===== config.mk =====
export PLATFORM = sky130hd
export DESIGN_NAME = lc3_operate_sequencer_flat
export DESIGN_NICKNAME = d
export VERILOG_FILES = /design/src/rtl/lc3_operate_sequencer_if.sv /design/src/rtl/lc3_operate_sequencer.sv /design/src/flat_wrapper.sv
export SDC_FILE = /design/constraint.sdc
export NUM_CORES = 1
export LEC_CHECK = 0
export BUFFER_PORTS_ARGS = -buffer_cell sky130_fd_sc_hd__buf_2
export CAP_MARGIN = 5
export CORE_ASPECT_RATIO = 0.8
export CORE_MARGIN = 2
export CORE_UTILIZATION = 50
export DETAILED_ROUTE_END_ITERATION = 7
export PLACE_DENSITY = 0.79
export SLEW_MARGIN = 20
export SYNTH_ARGS = -nofsm -noshare
export SYNTH_HDL_FRONTEND = slang
export SYNTH_SLANG_ARGS = --single-unit

===== constraint.sdc =====
create_clock -name clk -period 3.5 [get_ports clk]
set_clock_uncertainty 0.05 [all_clocks]
set_input_delay 0.175 -clock clk [delete_from_list [all_inputs] [get_ports clk]]
set_output_delay 0.175 -clock clk [all_outputs]
set_load 0.1 [all_outputs]

===== src/rtl/lc3_operate_sequencer_if.sv =====
// Sequencer-to-datapath bundle: instruction fetch handshake, register file / ALU control, and status.
// The master modport is the sequencer side; the slave modport is memory, register file and ALU.
interface lc3_operate_sequencer_if;
  logic        mem_req;
  logic [15:0] mem_addr;
  logic [15:0] mem_rdata;
  logic        mem_ready;
  logic [2:0]  sr1;
  logic [2:0]  sr2;
  logic [1:0]  alu_ctrl;
  logic [5:0]  alu_ir;
  logic [15:0] alu_out;
  logic        reg_we;
  logic [2:0]  dr;
  logic [15:0] reg_wdata;
  logic [15:0] pc;
  logic [2:0]  nzp;
  logic        illegal;

  modport master (
    output mem_req, mem_addr, sr1, sr2, alu_ctrl, alu_ir, reg_we, dr, reg_wdata, pc, nzp, illegal,
    input  mem_rdata, mem_ready, alu_out
  );

  modport slave (
    input  mem_req, mem_addr, sr1, sr2, alu_ctrl, alu_ir, reg_we, dr, reg_wdata, pc, nzp, illegal,
    output mem_rdata, mem_ready, alu_out
  );
endinterface


===== src/rtl/lc3_operate_sequencer.sv =====
// LC-3 FETCH/DECODE/EXEC sequencer for ADD/AND/NOT/BR: 3 cycles per instruction plus fetch wait cycles.
// Backpressure: mem_req and mem_addr hold until mem_ready; mem_ready is ignored whenever mem_req is low.
module lc3_operate_sequencer #(
  parameter logic [15:0] RESET_PC = 16'h3000
) (
  input  logic                          clk,
  input  logic                          rst,
  lc3_operate_sequencer_if.master       bus
);

  typedef enum logic [1:0] {
    FETCH  = 2'd0,
    DECODE = 2'd1,
    EXEC   = 2'd2
  } state_t;

  state_t      state;
  logic [15:0] pc_q;
  logic [15:0] ir;
  logic [2:0]  nzp_q;
  logic        mem_req_q;
  logic        reg_we_q;
  logic        illegal_q;
  logic [1:0]  alu_ctrl_q;
  logic [5:0]  alu_ir_q;
  logic [2:0]  sr1_q;
  logic [2:0]  sr2_q;
  logic [2:0]  dr_q;

  logic [3:0]  opcode;
  logic        is_alu;
  logic        is_br;
  logic        br_taken;
  logic [15:0] br_off;

  assign opcode   = ir[15:12];
  assign is_alu   = (opcode == 4'b0001) || (opcode == 4'b0101) || (opcode == 4'b1001);
  assign is_br    = (opcode == 4'b0000);
  assign br_taken = (ir[11:9] & nzp_q) != 3'b000;
  assign br_off   = {{7{ir[8]}}, ir[8:0]};

  always_ff @(posedge clk) begin
    if (rst) begin
      state      <= FETCH;
      pc_q       <= RESET_PC;
      ir         <= 16'h0000;
      nzp_q      <= 3'b010;
      mem_req_q  <= 1'b0;
      reg_we_q   <= 1'b0;
      illegal_q  <= 1'b0;
      alu_ctrl_q <= 2'd0;
      alu_ir_q   <= 6'd0;
      sr1_q      <= 3'd0;
      sr2_q      <= 3'd0;
      dr_q       <= 3'd0;
    end else begin
      case (state)
        FETCH: begin
          // The first FETCH cycle after reset only raises the request.
          if (!mem_req_q) begin
            mem_req_q <= 1'b1;
          end else if (bus.mem_ready) begin
            ir        <= bus.mem_rdata;
            pc_q      <= pc_q + 16'd1;
            mem_req_q <= 1'b0;
            state     <= DECODE;
          end
        end
        DECODE: begin
          sr1_q    <= ir[8:6];
          sr2_q    <= ir[2:0];
          dr_q     <= ir[11:9];
          alu_ir_q <= ir[5:0];
          case (opcode)
            4'b0001: alu_ctrl_q <= 2'd1;
            4'b0101: alu_ctrl_q <= 2'd2;
            4'b1001: alu_ctrl_q <= 2'd3;
            default: alu_ctrl_q <= 2'd0;
          endcase
          reg_we_q  <= is_alu;
          illegal_q <= !is_alu && !is_br;
          state     <= EXEC;
        end
        EXEC: begin
          if (is_alu) begin
            nzp_q <= {bus.alu_out[15],
                      bus.alu_out == 16'h0000,
                      !bus.alu_out[15] && (bus.alu_out != 16'h0000)};
          end else if (is_br && br_taken) begin
            pc_q <= pc_q + br_off;
          end
          reg_we_q  <= 1'b0;
          illegal_q <= 1'b0;
          mem_req_q <= 1'b1;
          state     <= FETCH;
        end
        default: begin
          mem_req_q <= 1'b0;
          reg_we_q  <= 1'b0;
          illegal_q <= 1'b0;
          state     <= FETCH;
        end
      endcase
    end
  end

  assign bus.mem_req   = mem_req_q;
  assign bus.mem_addr  = pc_q;
  assign bus.sr1       = sr1_q;
  assign bus.sr2       = sr2_q;
  assign bus.alu_ctrl  = alu_ctrl_q;
  assign bus.alu_ir    = alu_ir_q;
  assign bus.reg_we    = reg_we_q;
  assign bus.dr        = dr_q;
  assign bus.reg_wdata = bus.alu_out;
  assign bus.pc        = pc_q;
  assign bus.nzp       = nzp_q;
  assign bus.illegal   = illegal_q;

endmodule


===== src/flat_wrapper.sv =====
// flat-port wrapper written by rule: the top's interface ports become plain ports
module lc3_operate_sequencer_flat 
#(
  parameter logic [15:0] RESET_PC = 16'h3000
)
  (clk, rst, bus_mem_req, bus_mem_addr, bus_sr1, bus_sr2, bus_alu_ctrl, bus_alu_ir, bus_reg_we, bus_dr, bus_reg_wdata, bus_pc, bus_nzp, bus_illegal, bus_mem_rdata, bus_mem_ready, bus_alu_out);
  lc3_operate_sequencer_if bus_i ();
  input  logic clk;
  input  logic rst;
  output wire logic [$bits(bus_i.mem_req)-1:0] bus_mem_req;
  output wire logic [$bits(bus_i.mem_addr)-1:0] bus_mem_addr;
  output wire logic [$bits(bus_i.sr1)-1:0] bus_sr1;
  output wire logic [$bits(bus_i.sr2)-1:0] bus_sr2;
  output wire logic [$bits(bus_i.alu_ctrl)-1:0] bus_alu_ctrl;
  output wire logic [$bits(bus_i.alu_ir)-1:0] bus_alu_ir;
  output wire logic [$bits(bus_i.reg_we)-1:0] bus_reg_we;
  output wire logic [$bits(bus_i.dr)-1:0] bus_dr;
  output wire logic [$bits(bus_i.reg_wdata)-1:0] bus_reg_wdata;
  output wire logic [$bits(bus_i.pc)-1:0] bus_pc;
  output wire logic [$bits(bus_i.nzp)-1:0] bus_nzp;
  output wire logic [$bits(bus_i.illegal)-1:0] bus_illegal;
  input wire logic [$bits(bus_i.mem_rdata)-1:0] bus_mem_rdata;
  input wire logic [$bits(bus_i.mem_ready)-1:0] bus_mem_ready;
  input wire logic [$bits(bus_i.alu_out)-1:0] bus_alu_out;
  assign bus_mem_req = bus_i.mem_req;
  assign bus_mem_addr = bus_i.mem_addr;
  assign bus_sr1 = bus_i.sr1;
  assign bus_sr2 = bus_i.sr2;
  assign bus_alu_ctrl = bus_i.alu_ctrl;
  assign bus_alu_ir = bus_i.alu_ir;
  assign bus_reg_we = bus_i.reg_we;
  assign bus_dr = bus_i.dr;
  assign bus_reg_wdata = bus_i.reg_wdata;
  assign bus_pc = bus_i.pc;
  assign bus_nzp = bus_i.nzp;
  assign bus_illegal = bus_i.illegal;
  assign bus_i.mem_rdata = bus_mem_rdata;
  assign bus_i.mem_ready = bus_mem_ready;
  assign bus_i.alu_out = bus_alu_out;
  lc3_operate_sequencer #(.RESET_PC(RESET_PC)) u_core (.clk(clk), .rst(rst), .bus(bus_i));
endmodule

==> results.sh <==
export IMPL_hpwlAfterDp_um=5270
export IMPL_area_growth_pct=13.8
export IMPL_syn_inst=374
export IMPL_grt_use_total_pct=21.5
export IMPL_setup_viol=0
export IMPL_cts_tree="built"
export IMPL_synth_compound_area_share_pct=18.9
export IMPL_crit_fanout=13
export IMPL_grt_pass1_wl_um=11300
export IMPL_clkLatencyLatePin_ps=320
export IMPL_outcome="complete, no violations"
export IMPL_fin_nets=476
export IMPL_finalCritPeriodShare_pct=86.3
export IMPL_synth_xor_xnor_area_share_pct=2.07
export IMPL_grt_pass1_vias=2487
export IMPL_finalSetupTns_ps=0
export IMPL_cts_buffer_depth=2
export IMPL_crit_type="reg2reg"
export IMPL_cts_hold_buf=0
export IMPL_vias=2744
export IMPL_drv_cap=0
export IMPL_end_kind="flop"
export IMPL_clkTransAtPathRegs_ps=110
export IMPL_initial_core_util_pct=51.0
export IMPL_cp_data_arrival_time_ps=3160
export IMPL_io_buffer_count=105
export IMPL_hp_start="bus_mem_rdata[13]"
export IMPL_synthAdderAreaFrac_pct=4.05
export IMPL_cts_root_buffer="clkbuf_8"
export IMPL_synth_ff_type="dfxtp_1"
export IMPL_r2r_end="u_core.bus.mem_addr[14]"
export IMPL_min_path_cells=3
export IMPL_r2r_setup_slack_ps=480
export IMPL_min_to="u_core.ir[13]"
export IMPL_hp_class="in2reg"
export IMPL_hold_viol=0
export IMPL_finalPower_mw=1.32
export IMPL_p_int_mw=0.896
export IMPL_yosys_warnings=0
export IMPL_p_leak_nw=1.52
export IMPL_pwr_share_seq_pct=48.6
export IMPL_irDropWorstVdd_v=0.000185
export IMPL_switching_power_mw=0.427
export IMPL_worstPathRequired_ps=3630
export IMPL_synth_top_area_share_pct=36.4
export IMPL_layout_drive_gt1_share_pct=28.4
export IMPL_postCtsSetupBuffers=0
export IMPL_synth_top_family_by_area="simple AND/OR/NAND/NOR gates"
export IMPL_yosys_area_top_type="dfxtp_1"
export IMPL_fp_row_count=25
export IMPL_startpoint_type="flop"
export IMPL_synthArstFlopShare_pct=0
export IMPL_rr_startpoint="u_core.state[0]"
export IMPL_cts_htree_levels=2
export IMPL_p_per_area_nw_per_um2=392
export IMPL_ff2ff_path_depth=10
export IMPL_synth_area_mux_share_pct=2.74
export IMPL_antenna_found_initial=0
export IMPL_drt_initial_drc_count=167
export IMPL_syn_num_nets=418
export IMPL_ys_top_cells_by_count="73 x nand2_1, 54 x dfxtp_1, 47 x a21oi_1"
export IMPL_period_needed_ps=3020
export IMPL_yosysSeqAreaShare_pct=36.4
export IMPL_synth_edf_count=0
export IMPL_timing_fmax_ghz=0.331
export IMPL_syn_area_per_cell_um2=7.94
export IMPL_gp_congestion=0.905
export IMPL_synth_area_top_cells="dfxtp_1 36%, nand2_1 9.2%, buf_4 8.9%"
export IMPL_syn_area_um2=2970
export IMPL_core_um2=5820
export IMPL_wirelength_um=7000
export IMPL_synth_distinct_cells=53
export IMPL_post_route_drc_count=0
export IMPL_synthSimpleGateAreaFrac_pct=23.9
export IMPL_grt_overflow=0
export IMPL_dr_pass1_iters=5
export IMPL_grt_start_max_net_pins=60
export IMPL_cts_sinks=54
export IMPL_ios=106
export IMPL_fp_dieW_um=90.1
export IMPL_ctsResizeCount=0
export IMPL_die_h_um=72.9
export IMPL_final_antenna_net_count=0
export IMPL_diodes=0
export IMPL_wl_per_cell_um=13.6
export IMPL_cts_buffers=5
export IMPL_switching_share_pct=32.3
export IMPL_worst_slew_pin_slew_ps=1040
export IMPL_drv_slew=0
export IMPL_ys_ff_latch=54
export IMPL_rsz0062_at_grt="no"
export IMPL_combPwrFrac_pct=18.5
export IMPL_slew_headroom_pct=30.3
export IMPL_yosysMostFrequentCell="nand2_1"
export IMPL_routed_via_density=5.34
export IMPL_die_area_um2=6570
export IMPL_clkPwrFrac_pct=32.9
[sequential cells by signal, summed over array words and instances (netlist names)]
register             flops
u_core.bus.alu_ir        4
u_core.state             2
u_core.bus.mem_addr     16
u_core.bus.sr2           2
u_core.bus.mem_req       1
u_core.bus.alu_ctrl      2
u_core.ir               16
u_core.bus.sr1           3
u_core.bus.nzp           3
u_core.bus.illegal       1
u_core.bus.dr            3
u_core.bus.reg_we        1
[routing by layer]
| metal | track usage (%) | vias to the layer above | share of wire, % |
|---|---|---|---|
| li1 | - | 1381 | - |
| met1 | 28.0 | 1248 | 47 |
| met2 | 37.0 | 107 | 45 |
| met3 | 4.13 | 8 | 6.7 |
| met4 | 6.15 | 0 | 1.1 |
| met5 | 0 | - | 0 |
[cell usage in the layout (no fill, tap or decap), drive strengths merged, types with 6 or more instances in the layout]
| cell | n |
|---|---|
| buf | 107 |
| nand2 | 73 |
| dfxtp | 54 |
| a21oi | 48 |
| nor2 | 20 |
| and2 | 9 |
| nand2b | 9 |
| o21ai | 9 |
| ha | 8 |
| mux2i | 7 |
| nor3 | 7 |
| nand4 | 6 |
[worst max-delay path by stage]
stage / start / end / slack, ps / cells after the start
6_report: u_core.state[0] / u_core.bus.mem_addr[14] / 480 / 10
5_1_grt: u_core.state[1] / u_core.bus.mem_addr[15] / 300 / 10
4_1_cts: u_core.state[0] / u_core.bus.mem_addr[14] / 510 / 10
3_5_place_dp: u_core.state[0] / u_core.bus.mem_addr[14] / 540 / 10
3_3_place_gp: u_core.state[0] / u_core.bus.mem_addr[14] / 640 / 10
2_1_floorplan: u_core.state[1] / u_core.bus.mem_addr[14] / 550 / 11
[power by group through the flow]
stage | Combinational [mW] | Sequential (mW) | Clock (mW)
floorplan | 0.176 | 0.688 | 0
global placement | 0.243 | 0.657 | 0
detailed placement | 0.245 | 0.657 | 0
CTS | 0.246 | 0.643 | 0.443
global route | 0.258 | 0.646 | 0.467
finish | 0.245 | 0.643 | 0.435
[through the flow]
step / setup slack, ps / utilization, % / hold slack (ps) / cell area (um^2) / cells
after global routing: 298 / 58.1 / 28.8 / 3380 / 514
after CTS: 508 / 58.1 / 27.0 / 3380 / 514
after global placement: 644 / 56.1 / 370 / 3260 / 506
final: 479 / 58.1 / 31.3 / 3380 / 514
after floorplan: 547 / - / 234 / 2970 / 374
after detailed placement: 544 / 56.1 / 373 / 3260 / 506
[area by class of cell]
cell class              count  area [um^2]
clock buffers               5         68.8
fillers                   559         2440
repair buffers            107          541
multi-input cells         262         1530
well taps                  81          101
flip-flops and latches     54         1080
clock inverters             3         47.5
inverters                   2         7.51
[kinds of logic (layout without fill, tap and decap cells)]
| kind of cell | after synthesis | in the layout |
|---|---|---|
| simple gates | 149 | 149 |
| mux | 8 | 8 |
| flops | 54 | 54 |
| compound gates | 89 | 89 |
| xor+xnor | 7 | 7 |
| buf+inv | 58 | 117 |
| fa+ha+maj | 9 | 9 |
[critical path, cell delays in order, from the launching register on]
cell      delay, ps
dfxtp_1         530
nor2b_1         110
buf_4           190
and2_1          190
fa_1            430
a21o_1          230
a221o_1         350
a211oi_1        360
o31ai_1         140
a311oi_1        230
a31oi_1          70
No activity file was read; power rests on OpenSTA's default activity.
